**src/rtl/hash_pkg.sv**
```systemverilog
// Shared definitions for the Jenkins lookup3 key path: hash constants, packer FSM state
// and the 96-bit key block handed to the hash rounds.
package hash_pkg;
   localparam logic [31:0] JHASH_INIT = 32'hDEADBEEF;
   localparam int          BLK_BYTES  = 12;
   localparam int          MAXLEN     = 250;
   localparam int          LENW       = 8;

   typedef enum logic [1:0] {IDLE, COLLECT, DRAIN} hkp_state_e;

   typedef struct packed {
      logic [31:0]     k0;
      logic [31:0]     k1;
      logic [31:0]     k2;
      logic [LENW-1:0] rem;
      logic [LENW-1:0] len;
      logic            first;
      logic            last;
   } key_blk_t;
endpackage

```
**src/rtl/hash_blk_oreg.sv**
```systemverilog
// Single-entry valid/ready holding register for key blocks headed into the hash rounds.
module hash_blk_oreg
   import hash_pkg::*;
(
   input  logic     CLK,
   input  logic     RST,
   input  logic     load_i,
   input  key_blk_t blk_i,
   input  logic     ready_i,
   output logic     valid_o,
   output logic     free_o,
   output key_blk_t blk_o
);
   logic     valid_q, valid_d;
   key_blk_t blk_q, blk_d;

   // Free when empty or draining this cycle, so a new block can load back-to-back.
   assign free_o = !valid_q || ready_i;

   always_comb begin
      valid_d = valid_q && !ready_i;
      blk_d   = blk_q;
      if (load_i) begin
         valid_d = 1'b1;
         blk_d   = blk_i;
      end
   end

   always_ff @(posedge CLK) begin
      if (RST) begin
         valid_q <= 1'b0;
         blk_q   <= '0;
      end else begin
         valid_q <= valid_d;
         blk_q   <= blk_d;
      end
   end

   assign valid_o = valid_q;
   assign blk_o   = blk_q;
endmodule

```
**src/rtl/hash_key_packer.sv**
```systemverilog
// Packs a length-prefixed 32-bit key byte stream into lookup3 k0/k1/k2 blocks,
// tagging each with the remaining byte count and flagging length mismatches.
module hash_key_packer #(
   parameter int MAXLEN = hash_pkg::MAXLEN,
   parameter int LENW   = hash_pkg::LENW
) (
   input  logic            CLK,
   input  logic            RST,
   input  logic [LENW-1:0] hdr_len,
   input  logic            hdr_valid,
   output logic            hdr_ready,
   input  logic [31:0]     s_data,
   input  logic [3:0]      s_keep,
   input  logic            s_last,
   input  logic            s_valid,
   output logic            s_ready,
   output logic [31:0]     m_k0,
   output logic [31:0]     m_k1,
   output logic [31:0]     m_k2,
   output logic [LENW-1:0] m_rem,
   output logic [LENW-1:0] m_len,
   output logic            m_first,
   output logic            m_last,
   output logic            m_valid,
   input  logic            m_ready,
   output logic            len_err
);
   import hash_pkg::*;

   localparam logic [1:0] LAST_W = 2'(BLK_BYTES / 4 - 1);

   hkp_state_e      state_q, state_d;
   logic [LENW-1:0] len_q, len_d, cnt_q, cnt_d, bstart_q, bstart_d;
   logic [1:0]      widx_q, widx_d;
   logic [31:0]     w0_q, w0_d, w1_q, w1_d;
   logic            first_q, first_d, disc_q, disc_d, err_q, err_d;

   logic [31:0]     beat;
   logic [2:0]      popc;
   logic [LENW:0]   sum;
   logic [LENW-1:0] cnt_sat, hdr_clamp;
   logic            acc, done, load, free;
   key_blk_t        blk_in, blk_out;

   always_comb begin
      beat = '0;
      for (int i = 0; i < 4; i++)
         if (s_keep[i]) beat[8*i +: 8] = s_data[8*i +: 8];
   end

   assign popc      = 3'(s_keep[0]) + 3'(s_keep[1]) + 3'(s_keep[2]) + 3'(s_keep[3]);
   assign sum       = {1'b0, cnt_q} + (LENW+1)'(popc);
   assign cnt_sat   = sum[LENW] ? '1 : sum[LENW-1:0];
   assign hdr_clamp = (hdr_len > LENW'(MAXLEN)) ? LENW'(MAXLEN) : hdr_len;
   assign acc       = s_valid && s_ready;
   // Reaching the header length closes the key even without s_last (overflow path).
   assign done      = s_last || (cnt_sat >= len_q);

   always_comb begin
      state_d   = state_q;
      len_d     = len_q;
      cnt_d     = cnt_q;
      bstart_d  = bstart_q;
      widx_d    = widx_q;
      w0_d      = w0_q;
      w1_d      = w1_q;
      first_d   = first_q;
      disc_d    = disc_q;
      err_d     = 1'b0;
      hdr_ready = 1'b0;
      s_ready   = 1'b0;
      load      = 1'b0;
      blk_in    = '0;
      unique case (state_q)
         IDLE: begin
            hdr_ready = 1'b1;
            if (hdr_valid) begin
               len_d    = hdr_clamp;
               err_d    = hdr_len > LENW'(MAXLEN);
               cnt_d    = '0;
               bstart_d = '0;
               widx_d   = '0;
               w0_d     = '0;
               w1_d     = '0;
               first_d  = 1'b1;
               disc_d   = 1'b0;
               if (hdr_clamp == '0) begin
                  load         = 1'b1;
                  blk_in.first = 1'b1;
                  blk_in.last  = 1'b1;
                  state_d      = DRAIN;
               end else begin
                  state_d = COLLECT;
               end
            end
         end
         COLLECT: begin
            s_ready = free;
            if (acc) begin
               cnt_d = cnt_sat;
               if (widx_q == LAST_W || done) begin
                  load         = 1'b1;
                  blk_in.k0    = (widx_q == 2'd0) ? beat : w0_q;
                  blk_in.k1    = (widx_q == 2'd1) ? beat : ((widx_q == 2'd2) ? w1_q : '0);
                  blk_in.k2    = (widx_q == 2'd2) ? beat : '0;
                  blk_in.rem   = len_q - bstart_q;
                  blk_in.len   = len_q;
                  blk_in.first = first_q;
                  blk_in.last  = done;
                  bstart_d     = cnt_sat;
                  first_d      = 1'b0;
                  widx_d       = '0;
                  w0_d         = '0;
                  w1_d         = '0;
                  if (done) begin
                     state_d = DRAIN;
                     disc_d  = !s_last;
                     err_d   = s_last && (cnt_sat != len_q);
                  end
               end else begin
                  widx_d = widx_q + 2'd1;
                  if (widx_q == 2'd0) w0_d = beat;
                  else                w1_d = beat;
               end
            end
         end
         DRAIN: begin
            s_ready = disc_q;
            if (acc) begin
               cnt_d = cnt_sat;
               if (s_last) begin
                  disc_d = 1'b0;
                  err_d  = 1'b1;
               end
            end
            if (free && (!disc_q || (acc && s_last))) state_d = IDLE;
         end
         default: state_d = IDLE;
      endcase
   end

   always_ff @(posedge CLK) begin
      if (RST) begin
         state_q  <= IDLE;
         len_q    <= '0;
         cnt_q    <= '0;
         bstart_q <= '0;
         widx_q   <= '0;
         w0_q     <= '0;
         w1_q     <= '0;
         first_q  <= 1'b0;
         disc_q   <= 1'b0;
         err_q    <= 1'b0;
      end else begin
         state_q  <= state_d;
         len_q    <= len_d;
         cnt_q    <= cnt_d;
         bstart_q <= bstart_d;
         widx_q   <= widx_d;
         w0_q     <= w0_d;
         w1_q     <= w1_d;
         first_q  <= first_d;
         disc_q   <= disc_d;
         err_q    <= err_d;
      end
   end

   hash_blk_oreg u_oreg (
      .CLK     (CLK),
      .RST     (RST),
      .load_i  (load),
      .blk_i   (blk_in),
      .ready_i (m_ready),
      .valid_o (m_valid),
      .free_o  (free),
      .blk_o   (blk_out)
   );

   assign m_k0    = blk_out.k0;
   assign m_k1    = blk_out.k1;
   assign m_k2    = blk_out.k2;
   assign m_rem   = blk_out.rem;
   assign m_len   = blk_out.len;
   assign m_first = blk_out.first;
   assign m_last  = blk_out.last;
   assign len_err = err_q;
endmodule

```
**config.mk**
```make
export PLATFORM = sky130hd
export DESIGN_NAME = hash_key_packer
export DESIGN_NICKNAME = d
export VERILOG_FILES = /design/src/rtl/hash_pkg.sv /design/src/rtl/hash_blk_oreg.sv /design/src/rtl/hash_key_packer.sv
export SDC_FILE = /design/constraint.sdc
export NUM_CORES = 1
export LEC_CHECK = 0
export CAP_MARGIN = 20
export CORE_MARGIN = 2
export CORE_UTILIZATION = 45
export CTS_CLUSTER_DIAMETER = 100
export DETAILED_ROUTE_END_ITERATION = 12
export PLACE_DENSITY = 0.71
export SYNTH_ARGS = -nofsm -noshare
export SYNTH_HDL_FRONTEND = slang
export SYNTH_SLANG_ARGS = --single-unit
```
**constraint.sdc**
```tcl
create_clock -name CLK -period 5 [get_ports CLK]
set_input_delay 1 -clock CLK [delete_from_list [all_inputs] [get_ports CLK]]
set_output_delay 1 -clock CLK [all_outputs]
set_load 0.1 [all_outputs]
```
==> results of run 1 <==
final timing paths:
check / cells after the start / to / start / slack (ns)
hold reg to reg: 1 / u_oreg.blk_o[24] / u_oreg.blk_o[24] / 0.46
setup reg to reg: 13 / w1_q[19] / cnt_q[0] / 1.36
setup / recovery: 15 / w1_q[19] / s_keep[1] / 0.18
hold / removal: 1 / u_oreg.blk_o[24] / u_oreg.blk_o[24] / 0.46
cell usage after synthesis, drive strengths merged (3+ instances only):
cell     number  area, sq um
nand3        10        50.05
nand2b        5        31.28
o2111ai       3        32.53
a31oi         6        37.54
dfxtp       210         4204
inv          57        214.0
mux2i        15        150.1
o21ai        16        80.07
a211oi        4        30.03
o221ai       25        219.0
ha           23        287.8
a2111oi       3        63.81
fa            4        80.08
nor2         40        150.1
clkbuf       26        97.59
a22o         22        192.7
nand4         6        37.54
and3          7        43.79
nor4          4        31.28
xnor2         6        52.55
nor3          3        15.01
a221o         7        70.07
nand2        90        337.8
a21oi        48        251.5
and2         10        62.56
buf          29        195.2
xor2          5        43.79
o2bb2ai     129         1130
flip-flops by register name, summed over array words and instances, names as in the netlist:
signal          flops
widx_q              2
cnt_q               8
bstart_q            8
state_q             2
u_oreg.valid_o      1
first_q             1
disc_q              1
len_q               8
len_err             1
u_oreg.blk_o      114
w1_q               32
w0_q               32
cells in the final DEF, fill, tap and decap left out, types with 3 or more instances in the layout:
| cell type | instances |
|---|---|
| clkdlybuf4s50_1 | 166 |
| clkbuf_1 | 4 |
| nor4_1 | 3 |
| a31oi_1 | 6 |
| a21oi_1 | 47 |
| nor2_1 | 40 |
| fa_1 | 3 |
| nand2b_1 | 5 |
| o2bb2ai_1 | 129 |
| and3_1 | 7 |
| a221o_1 | 7 |
| xor2_1 | 5 |
| a22o_1 | 22 |
| nor3_1 | 3 |
| buf_12 | 10 |
| a211oi_1 | 4 |
| clkbuf_8 | 8 |
| mux2i_1 | 15 |
| and2_1 | 10 |
| nand3_1 | 9 |
| dfxtp_1 | 210 |
| nand4_1 | 6 |
| o21ai_0 | 15 |
| buf_4 | 37 |
| clkbuf_16 | 23 |
| nand2_1 | 90 |
| ha_1 | 23 |
| o221ai_1 | 25 |
| xnor2_1 | 6 |
| inv_1 | 57 |
critical path, cell delays in order:
cell             delay, ns
clkdlybuf4s50_1       0.51
fa_1                  0.55
inv_1                 0.05
fa_1                  0.38
inv_1                 0.09
fa_2                  0.27
nand4_1               0.21
nand2_1               0.19
ha_1                  0.27
a211o_1               0.32
a2111oi_4             0.46
o31ai_4               0.22
o32ai_4               0.36
buf_12                0.22
o2bb2ai_1             0.15
power groups by stage:
stage	combinational [W]	sequential [W]	clock [W]
floorplan	0.000594	0.00182	0
global placement	0.000903	0.00177	0
detailed placement	0.000916	0.00177	0
CTS	0.000917	0.00174	0.00168
global route	0.00101	0.00174	0.00176
finish	0.000939	0.00174	0.00165
routing by layer:
metal	GRT usage [%]	vias up	part of all wire, %
met4	6.316	2	2.6
li1	-	3511	-
met2	36.71	219	45
met1	31.29	3400	47
met5	0	-	0.056
met3	4.050	50	5.4
per-stage QoR:
step | util, % | setup TNS [ns] | area [sq um]
after floorplan | - | 0 | 8559
after global placement | 57.06 | -34.50 | 10670
after detailed placement | 57.06 | -51.90 | 10670
after CTS | 61.06 | 0 | 11420
after global routing | 61.50 | -0.002179 | 11500
final | 61.50 | 0 | 11500
final cells by class:
cell class                      instances  area share, %
Clock buffer                           34          5.873
Clock inverter                          6         0.6200
Inverter                               58          1.893
Multi-Input combinational cell        528          33.71
Sequential cell                       210          36.55
Tap cell                              234          2.545
Timing Repair Buffer                  214          18.82
logic make-up after synthesis:
kind of cell,count (synthesis),synth area share (%)
compound gates,292,28.31
flops,210,49.12
xor+xnor,11,1.126
fa+ha+maj,27,4.298
simple gates,182,9.428
mux,15,1.754
buf+inv,113,5.964
what timing repair did:
action / 4_1_cts / 5_1_grt
resized for setup: 0 / 1
hold buffers: 0 / 0
setup buffers: 0 / 4
setup endpoints to repair: 0 / 144
==> metrics, run 1 <==
Inserted Diodes 0; Internal around 0.003 W; Synth Instances 850; H-tree depth 1; global route overflow 0; worst setup margin 0.1819 ns; Setup Crit Path Kind input pin to flop; largest net degree at the start of global routing 40; 1st-iter DRT viols between 300 and 400; Hold Crit Class flop to flop; Post-Syn Area 0.008559 sq mm; num rows 50; Tot Pwr 0.004327 W; DP Cell Count between 1000 and 1500; remaining antenna violation count 0; leakage 4.194 nW; Max Buffers Root-to-Sink 3; DIE AREA 0.02014 sq mm; maximum vdd ir drop 234.9 uV; Post-synth EDFFs 0; post-place setup slack -0.3327 ns; Fin Hold WS 0.4575 ns; Fmax 207.6 MHz; initial core utilization 45.76%; CP arrival around 5.2 ns; Top FF cell, synth dfxtp_1; status finished clean; Detail Placement HPWL 15570 um; vias in the first global route between 6000 and 7000; Tmin final between 4 and 5 ns; combined area of the multi-input logic cells about 0.0039 sq mm; Critical Path Fanout Max 24; CP Capture Type flop; GP Congestion between 0.8 and 0.9; Residual DRC 0; clock sink total 210; core box area roughly 0.019 sq mm; Port Buffers 167; die width 141.9 um; Clock Latency Late Sink slightly above 0.5 ns; final hold vios 0; Total Wirelength 23120 um; Die Height 141.9 um; WP data required about 5.4 ns; Flop pwr share roughly two fifths; Clock Power Share about two fifths; fillers 1586; layout cells sized above 1 9.810%; router iterations before antenna repair 5; yosys warns 0; CTS tree done; Worst Tran Pin Value 1.033 ns; Layout area overhead 34.40%; final worst-path cycle share 96.36%; Layout Skew ~0.014 ns; via/cell ratio approximately 5.6; final setup fails 0; Slew Limit Headroom 30.48%; Psw 0.001305 W; syn avg cell area roughly 10 sq um; Logic pwr share approximately 22%; Max Cap Viol 0; NumNets Final between 1000 and 1500; first-pass GRT wire length ~37000 um; vias post-DR 7182; Syn Nets around 930; post-synthesis sequential area ratio between 40 and 50%; initial antenna violation count 1; ys async rst share 0%; Top Ports between 150 and 200; Clk pin slew, worst setup/hold paths approximately 0.06 ns; CTS Buf Count 22; CP startpoint kind input pin; #FFs+latches synth 210; Max Slew Vio Count 0; register area between 0.004 and 0.005 sq mm; Layout Cells excl Fill 1284; Root Buffer clkbuf_16; DR WL/cell roughly 18 um; Total Routing Usage GR a little under a quarter; PD cells around 380 mW/mm^2; switching portion of total power a little under a third; library cells used by synthesis 63
Note: power is estimated with default switching activity, not from simulation.
==> run 2, diff against run 1 <==
--- a/config.mk
+++ b/config.mk
@@ -10,6 +10,7 @@
 export CORE_UTILIZATION = 45
 export CTS_CLUSTER_DIAMETER = 100
 export DETAILED_ROUTE_END_ITERATION = 12
+export GPL_TIMING_DRIVEN = 0
 export PLACE_DENSITY = 0.71
 export SYNTH_ARGS = -nofsm -noshare
 export SYNTH_HDL_FRONTEND = slang
==> run 2 against run 1 <==
Die area did not move. Clock skew rose by 0.011 ns. Flip-flop and latch count did not move. Critical path depth rose by 3. Final area barely moved. Register-to-register slack got worse by 0.07 ns. Total power rose by 3.1%. Largest power group is now the clock network.
==> metrics, run 2 (same netlist as run 1, synthesis figures left out) <==
GP Congestion 0.8570 (-4.5%); PD cells 387.7 mW/mm^2 (+3.1%); CTS Hold Buffers Added 0 (unchanged); setup TNS 0 ns (unchanged); Crit path largest cell delay 0.48 ns (-0.07 ns); max reg flops 114 (unchanged); Inserted Diodes 0 (unchanged); Fin Hold WS 0.4607 ns (+0.003218 ns); DP Area 0.01051 sq mm (-1.5%); vias post-DR 7387 (+2.9%); Layout Cells excl Fill 1305 (+1.6%); Slowest cell on crit path fa_1; commonest non-fill, non-tap cell in the layout dfxtp_1; Hold Crit Class flop to flop; most frequent cells in the layout 210 x dfxtp_1, 164 x clkdlybuf4s50_1, 129 x o2bb2ai_1, 88 x nand2_1, 57 x inv_1; remaining antenna violation count 0 (unchanged); maximum vdd ir drop 234.0 uV (-0.38%); Worst Reg-to-Reg Cells 16 (+3); Clock Latency Late Sink 0.53 ns (+0.02 ns); core box area 0.01871 sq mm (unchanged); Total Wirelength 24470 um (+5.8%); combined area of the multi-input logic cells 0.003880 sq mm (about the same); final setup fails 0 (unchanged); Total Routing Usage GR 23.60% (+0.91 points); final worst-path cycle share 96.52% (+0.16 points); clock sink total 210 (unchanged); final core occ 61.50% (about the same); final instance area 0.01150 sq mm (about the same); DR WL/cell 18.75 um (+4.1%); initial core utilization 45.76% (unchanged); Detail Placement HPWL 16970 um (+9.0%); flop-to-flop setup slack 1.29 ns (-0.07 ns); WP data required 5.45 ns (+0.02 ns); leakage 4.190 nW (about the same); initial antenna violation count 1 (unchanged); Setup Crit Path Kind input pin to flop; worst-path cell chain clkdlybuf4s50_1, fa_1, inv_1, fa_2, inv_1, fa_2, buf_4, and3_1, a21oi_2, ha_1, o21a_1, a2111oi_4, o31ai_4, buf_12, o32ai_4, buf_12, buf_2, o2bb2ai_1; R2R Path End w0_q[14]; register area 0.004204 sq mm (unchanged); NumNets Final 1133 (+2.0%); R2R Path Start cnt_q[0]; DIE AREA 0.02014 sq mm (unchanged); first-pass GRT wire length 37870 um (+2.3%); CP Capture Type flop; hold endpoint w0_q[4]; CP startpoint kind input pin; largest net degree at the start of global routing 15 (-63%); CTS Buf Count 22 (unchanged); router iterations before antenna repair 5 (unchanged); CTS tree done; Die Height 141.9 um (unchanged); Max Cap Viol 0 (unchanged); Worst Tran Pin Value 1.060 ns (+0.02660 ns); 1st-iter DRT viols 383 (-1.5%); Max Buffers Root-to-Sink 3 (unchanged); Layout Skew 0.02547 ns (+0.01141 ns); Critical Path Fanout Max 6 (-75%); Fmax 207.2 MHz (-0.17%); vias in the first global route 7006 (+0.13%); Top Ports 168 (unchanged); H-tree depth 1 (unchanged); Tmin final 4.826 ns (+0.007981 ns); layout cells sized above 1 10.18% (+0.37 points); Port Buffers 166 (-0.60%); DP Cell Count 1250 (+0.97%); Max Slew Vio Count 0 (unchanged); final hold vios 0 (unchanged); global route overflow 0 (unchanged); HP Start w0_q[4]; Root Buffer clkbuf_16; via/cell ratio 5.661 (+1.2%); Layout area overhead 34.41% (about the same); die width 141.9 um (unchanged); Clk pin slew, worst setup/hold paths 0.06 ns (about the same); Slew Limit Headroom 28.69% (-1.8 points); status finished clean; Residual DRC 0 (unchanged); fillers 1565 (-1.3%); num rows 50 (unchanged); WHS Path Cells 1 (unchanged); CP arrival 5.28 ns (+0.04 ns)
run 2: timing repair:
action | 4_1_cts | 5_1_grt
cloned | 0 | 2
setup buffers | 3 | 12
pin swaps | 3 | 11
hold endpoints to repair | 0 | 0
resized for setup | 11 | 20
setup endpoints to repair | 189 | 177
run 2: per-layer routing:
layer / wire length [um] / track usage (%)
met1: 11170 / 33.21
met2: 11050 / 36.77
met3: 1666 / 4.624
met4: 571 / 7.263
met5: 13 / 0
run 2: through the flow:
stage | worst slack [ns] | power [W]
floorplan | 0.2808 | 0.002414
global placement | -1.085 | 0.002664
detailed placement | -1.138 | 0.002672
CTS | 0.02228 | 0.004423
global route | -0.02089 | 0.004639
finish | 0.1740 | 0.004461
run 2: worst max-delay path: cells and delay by family:
kind	cells	cell delay, ns
AOI/OAI and AO/OA	6	1.46
adders and majority gates	4	1.37
buffers and inverters	7	1.27
and+or+nand+nor	1	0.17
run 2: report_power, final:
part           internal (W)  switching, W
clock               0.00107      0.000679
sequential          0.00171     0.0000297
combinational      0.000342      0.000637
total               0.00312       0.00135
run 2: how the worst max path moves through the flow:
| stage | start | endpoint | cells past startpoint |
|---|---|---|---|
| 2_1_floorplan | s_keep[0] | u_oreg.blk_o[74] | 16 |
| 4_1_cts | s_keep[1] | w0_q[17] | 18 |
| 6_report | s_keep[0] | w0_q[14] | 18 |
| 3_3_place_gp | s_keep[3] | u_oreg.blk_o[59] | 17 |
| 5_1_grt | s_keep[0] | w0_q[14] | 17 |
| 3_5_place_dp | s_keep[3] | u_oreg.blk_o[64] | 17 |
run 2: cell type report:
class                   instances  area share, %
multi-input cells             527          33.72
clock buffers                  31          5.688
clock inverters                 8          1.098
flip-flops and latches        210          36.54
repair buffers                183          15.85
well taps                     234          2.545
inverters                      58          1.892
plain buffers                  54          2.664
